[src/rtl/alu_ctrl.sv]
// Issue-side controller for the combinational alu: accepts an instruction,
// reads two operands from a small register file, drives the alu, writes the
// result back and returns it with locally completed {V,N,Z} flags.
module alu_ctrl #(
  parameter int unsigned BW       = 8,
  parameter int unsigned RegAddrW = 2
) (
  input  logic                      clk_i,
  input  logic                      rst_i,
  input  logic                      instr_valid_i,
  input  logic [3+3*RegAddrW-1:0]   instr_i,
  output logic                      instr_ready_o,
  input  logic                      ld_en_i,
  input  logic [RegAddrW-1:0]       ld_addr_i,
  input  logic [BW-1:0]             ld_data_i,
  output logic [BW-1:0]             alu_a_o,
  output logic [BW-1:0]             alu_b_o,
  output logic [2:0]                alu_op_o,
  input  logic [BW-1:0]             alu_out_i,
  input  logic [2:0]                alu_flags_i,
  output logic                      res_valid_o,
  input  logic                      res_ready_i,
  output logic [BW-1:0]             res_data_o,
  output logic [2:0]                res_flags_o,
  input  logic                      clr_ovf_i,
  output logic                      ovf_sticky_o
);

  localparam int unsigned InstrW = 3 + 3 * RegAddrW;
  localparam int unsigned Depth  = 2 ** RegAddrW;

  typedef enum logic [1:0] {StIdle, StExec, StResp} state_e;

  state_e              state_q, state_d;
  logic [InstrW-1:0]   instr_q, instr_d;
  logic [BW-1:0]       rf_q [Depth];
  logic [BW-1:0]       rf_d [Depth];
  logic [BW-1:0]       res_data_q, res_data_d;
  logic [2:0]          res_flags_q, res_flags_d;
  logic                ovf_q, ovf_d;

  logic [2:0]          op;
  logic [RegAddrW-1:0] dst, srca, srcb;
  logic                accept, exec;

  // Only the alu overflow bit is consumed; N and Z are recomputed here.
  logic                unused_flags;
  assign unused_flags = ^alu_flags_i[1:0];

  assign op     = instr_q[InstrW-1 -: 3];
  assign dst    = instr_q[3*RegAddrW-1 -: RegAddrW];
  assign srca   = instr_q[2*RegAddrW-1 -: RegAddrW];
  assign srcb   = instr_q[RegAddrW-1:0];
  assign accept = (state_q == StIdle) && instr_valid_i && !rst_i;
  assign exec   = (state_q == StExec);

  // Operands are driven continuously from the latched instruction.
  assign alu_a_o  = rf_q[srca];
  assign alu_b_o  = rf_q[srcb];
  assign alu_op_o = op;

  // State register and datapath registers with synchronous reset.
  always_ff @(posedge clk_i) begin
    if (rst_i) begin
      state_q     <= StIdle;
      instr_q     <= '0;
      res_data_q  <= '0;
      res_flags_q <= '0;
      ovf_q       <= 1'b0;
      for (int unsigned i = 0; i < Depth; i++) begin
        rf_q[i] <= '0;
      end
    end else begin
      state_q     <= state_d;
      instr_q     <= instr_d;
      res_data_q  <= res_data_d;
      res_flags_q <= res_flags_d;
      ovf_q       <= ovf_d;
      for (int unsigned i = 0; i < Depth; i++) begin
        rf_q[i] <= rf_d[i];
      end
    end
  end

  // Next-state logic: IDLE -> EXEC -> RESP -> IDLE.
  always_comb begin
    state_d = state_q;
    unique case (state_q)
      StIdle:  if (instr_valid_i) state_d = StExec;
      StExec:  state_d = StResp;
      StResp:  if (res_ready_i) state_d = StIdle;
      default: state_d = StIdle;
    endcase
  end

  // Handshake outputs decoded from state.
  always_comb begin
    instr_ready_o = (state_q == StIdle) && !rst_i;
    res_valid_o   = (state_q == StResp);
    res_data_o    = res_data_q;
    res_flags_o   = res_flags_q;
    ovf_sticky_o  = ovf_q;
  end

  // Datapath next-state: latch, register file update, result capture, sticky overflow.
  always_comb begin
    instr_d     = accept ? instr_i : instr_q;
    res_data_d  = res_data_q;
    res_flags_d = res_flags_q;
    ovf_d       = ovf_q;
    for (int unsigned i = 0; i < Depth; i++) begin
      rf_d[i] = rf_q[i];
    end
    if (ld_en_i) begin
      rf_d[ld_addr_i] = ld_data_i;
    end
    // Writeback is applied after the direct load so it wins on an address clash.
    if (exec) begin
      rf_d[dst]   = alu_out_i;
      res_data_d  = alu_out_i;
      res_flags_d = {alu_flags_i[2], alu_out_i[BW-1], (alu_out_i == '0)};
    end
    if (clr_ovf_i) begin
      ovf_d = 1'b0;
    end
    // Set beats clear when both happen together.
    if (exec && alu_flags_i[2]) begin
      ovf_d = 1'b1;
    end
  end

endmodule

[config.mk]
export PLATFORM = sky130hd
export DESIGN_NAME = alu_ctrl
export DESIGN_NICKNAME = d
export VERILOG_FILES = /design/src/rtl/alu_ctrl.sv
export SDC_FILE = /design/constraint.sdc
export NUM_CORES = 1
export LEC_CHECK = 0
export CORE_MARGIN = 4
export CORE_UTILIZATION = 49
export DETAILED_ROUTE_END_ITERATION = 8
export PLACE_DENSITY = 0.76
export SETUP_SLACK_MARGIN = 0.4
export SLEW_MARGIN = 40
export SYNTH_ARGS = -nofsm -noshare
export SYNTH_HDL_FRONTEND = slang
export SYNTH_SLANG_ARGS = --single-unit
[constraint.sdc]
create_clock -name clk_i -period 2.5 [get_ports clk_i]
set_clock_uncertainty 0.2 [all_clocks]
set_input_delay 0.75 -clock clk_i [delete_from_list [all_inputs] [get_ports clk_i]]
set_output_delay 0.75 -clock clk_i [all_outputs]
set_load 0.02 [all_outputs]
; ---- Yosys cells after proc, flatten, opt, wreduce, memory -nomap -nowiden
; Memory sizes are Yosys's and may differ from the RTL's. A register that Yosys moved wholly into a read port is not among the register bits.
; Cells that the tools add are included.
[classes]
magnitude_cmp = 4
eq_ne = 4
muxes = 24
n_bitwise = 6
reduce_logical = 11
[ops]
columns = operator, n
row1 = $bwmux W32, 2
row2 = $mux W32, 2
row3 = $mux W8, 6
row4 = $demux W8 S2, 2
row5 = $mux W2, 6
row6 = $logic_not A8 Y1, 1
row7 = $ge A3 B3 Y1 const B, 2
row8 = $logic_and A1 B1 Y1, 6
row9 = $lt A3 B1 Y1 const B, 2
row10 = $not A2 Y3, 2
row11 = $pmux W2 S3, 1
row12 = $mux W1, 5
row13 = $or A1 B1 Y1, 4
row14 = $eq A2 B1 Y1 const B, 1
row15 = $eq A2 B2 Y1 const B, 1
row16 = $logic_not A2 Y1, 1
row17 = $ne A2 B1 Y1 const B, 1
row18 = $ne A2 B2 Y1 const B, 1
row19 = $reduce_and A2 Y1, 1
row20 = $reduce_bool A2 Y1, 1
row21 = $logic_not A1 Y1, 1
[totals]
register_bits = 23
mem_bits_rw = 32
inputBits = 36
output_inout_bits = 33
wordCells = 55
n_memories = 1
[memory_table]
columns = memory, words, width, rd, rd_ports_with_merged_regs, write_ports, line_no
row1 = rf_q, 4, 8, 6, 2, 4, 36  ; logic [BW-1:0] rf_q [Depth];

; ---- Depth between registers and ports, before layout
; Gate-level depths: netlist of the first run.
[logic_depth]
ltp_word = 10
ltp_mapped = 7
ltp_nobuf = 4

; ---- Least setup slack after synthesis of the first run
; No wires, ideal clock.
[synth_timing]
path_type = input-to-output
from = in rst_i
to = out instr_ready_o
arrival_time_ps = 1565
required_ps = 1550
path_slack_ps = -15
cell_stages = 3
n_path_buf = 2
path_cell_list = clkbuf_1 > buf_2 > nor3_1
[synth_between]
elab_chain_len = 2
[synth_rtl]
columns = element, line_no
row1 = start: declaration, 9  ; input logic rst_i,
row2 = $logic_not A1 Y1, 98  ; instr_ready_o = (state_q == StIdle) && !rst_i;
row3 = $logic_and A1 B1 Y1, 98
row4 = end: declaration, 12  ; output logic instr_ready_o,
; Every way passes these cells.

==> results of run 1 <==
## final cells by class
class,instances,share of cell area
Clock buffer,11,0.0361
Timing Repair Buffer,91,0.223
Clock inverter,5,0.0198
Sequential cell,58,0.298
Inverter,2,0.00319
Multi-Input combinational cell,198,0.397
Tap cell,72,0.0230
## layer usage
| metal | share of wire | vias to the layer above | global-route usage |
|---|---|---|---|
| li1 | - | 1206 | - |
| met1 | 0.41 | 1203 | 0.277 |
| met2 | 0.50 | 102 | 0.375 |
| met3 | 0.080 | 12 | 0.0579 |
| met4 | 0.013 | 0 | 0.0906 |
| met5 | 0 | - | 0 |
## Yosys cell counts, drive strengths merged, types with 2 or more instances
library cell	number
nor3	17
mux2i	16
a211oi	14
dfxtp	58
nand2b	2
buf	17
mux4	16
nand3b	2
a21oi	20
or4b	2
nand2	36
nor4	2
nor2b	11
clkbuf	13
nand3	2
nand4bb	2
inv	2
a221oi	18
nor2	30
## through the flow
| stage | total power, µW | TNS, ns | utilization | setup slack [ns] |
|---|---|---|---|---|
| after floorplan | 1280 | 0 | - | 0.268 |
| after global placement | 1460 | -0.330 | 0.654 | -0.101 |
| after detailed placement | 1470 | -0.441 | 0.654 | -0.106 |
| after CTS | 2420 | 0 | 0.695 | 0.0460 |
| after global routing | 2500 | 0 | 0.703 | 0.00615 |
| final | 2420 | 0 | 0.703 | 0.0514 |
## report_power, final
part | internal [µW] | switching, µW
Clock | 585 | 366
Sequential | 975 | 41.1
Combinational | 234 | 215
## what timing repair did
action                     4_1_cts  5_1_grt
gates resized for setup        129        8
hold buffers                     0        0
hold endpoints to repair         0        0
setup endpoints to repair       41       36
pin swaps                        1        1
## cells by family after synthesis
kind of cell           count (synthesis)
DFF                                   58
AOI/OAI and AO/OA                     53
muxes                                 32
and+or+nand+nor                      113
buffers and inverters                 32
## worst register-to-register path, stage by stage (launching register included)
cell and delay, ns:
dfxtp_2 0.34, buf_4 0.16, or2b_1 0.37, nor3b_1 0.41
a221oi_1 0.15
## sequential cells by signal, indices dropped and copies added (netlist names), named ones only
register      cells
ovf_sticky_o      1
state_q           2
instr_q           9
rf_q             32
res_flags_o       3
res_data_o        7
## path summary, 6_finish.rpt
| kind | start | to | slack [ns] | cells past startpoint |
|---|---|---|---|---|
| setup / recovery | flop | alu_a_o[2] | 0.05 | 3 |
| hold / removal | instr_q[0] | flop | 0.25 | 2 |
| setup reg to reg | state_q[1] | rf_q[3][2] | 0.72 | 4 |
| hold reg to reg | instr_q[0] | flop | 0.25 | 2 |
==> out/qor.yml, run 1 <==
status: "complete, no violations"
finish.instance_area_um2: 3920
cpPeakStageDelay_ns: 0.53
fillers: 441
firstDrtPassIters: 5
path_class: "flop to primary output"
cp_max_fo: 8
drc: 0
viasPerCell: 5.77
antenna_found_initial: 0
dpl-instance-area_um2: 3640
relSlewSlack: 0.603
place_inst: 421
first_iter_violations: 234
ant_nets: 0
synth_top_family_by_area: "simple AND/OR/NAND/NOR gates"
ys_seq_area_frac: 0.408
ir_drop_mv: 0.415
hold_path.class: "flop to flop"
syn_area_per_cell_um2: 9.88
fmaxAchievable_mhz: 408
grt_pass1_vias: 2517
netlist_instances: 288
cp_num_buf_inv: 2
grt_overflow: 0
synthArstFlopShare: 0
start_kind: "flop"
cts-root-buf: "clkbuf_8"
ys_types: 36
final_common_cell: "dfxtp_1"
final_cell_mix: "dfxtp_1, clkdlybuf4s50_1, nor2_1"
core-area_um2: 5570
clockBufferDepth: 2
ys_dominant_reg_cell: "dfxtp_1"
grt_use_total: 0.225
synth_top_cells_by_area: "dfxtp_1, mux4_2, mux2i_1"
totalWireLength_um: 7750
slew_viol_final: 0
final_cells: 437
synth_top_cell_area_share: 0.408
die-width_um: 84.2
synthesis.nets: 324
worstMarginPinSlew_ns: 0.595
register_area_um2: 1170
post-cts-setup-buffers: 0
synthAdderAreaFrac: 0
syn_area_um2: 2850
insertion_delay_ns: 0.33
synthXorXnorAreaFrac: 0
num_vias: 2523
grt_setup_unrepaired: "true"
hold_viol: 0
path_delay_family: "multiplexers"
crit_arrival_ns: 1.50
cp_cell_sequence: "buf_12 -> mux4_2 -> buf_6"
hold_slack_ns: 0.252
ys_warn_count: 0
port_buffers: 66
power_density_nw_per_um2: 617
syn_to_final_growth_pct: 37.6
yosys.area_share.simple: 0.205
p_leak_uw: 0.00156
cts_tree: "yes"
yosys_register_bits: 58
synth_edf_count: 0
die_y_um: 84.2
gp_congestion: 0.851
finalSetupViolCount: 0
drive_gt1_frac: 0.293
grt_start_max_net_pins: 54
grt_pass1_wl_um: 12500
yosysTopAreaCell: "dfxtp_1"
hpwl_um: 5340
endpoint_kind: "primary output"
cts_sinks: 58
period_share: 0.979
cts.clk_slew.worst_paths_ns: 0.06
synthMuxAreaShare: 0.183
final.min_clock_period_ns: 2.45
drv_cap: 0
worstPathRequired_ns: 1.55
io_pins: 69
antenna_cells: 0
start_util: 0.511
detail_route.wl_per_cell_um: 17.7
synth-compound-area-share: 0.139
die_area_um2: 7090
crit_path_top_delay_cell: "mux4_2"
multi_input_area_um2: 1550
cts.htree.levels: 3
numCtsBuffers: 9
layout.nets: 396
rows: 27
No activity file was read; power rests on OpenSTA's default activity.
==> run 2, diff against run 1 <==
--- a/config.mk
+++ b/config.mk
@@ -7,6 +7,7 @@
 export LEC_CHECK = 0
 export CORE_MARGIN = 4
 export CORE_UTILIZATION = 49
+export CTS_CLUSTER_SIZE = 8
 export DETAILED_ROUTE_END_ITERATION = 8
 export PLACE_DENSITY = 0.76
 export SETUP_SLACK_MARGIN = 0.4
==> results of run 2 <==
No change in the layout: final DEF, timing and power equal those of run 1.
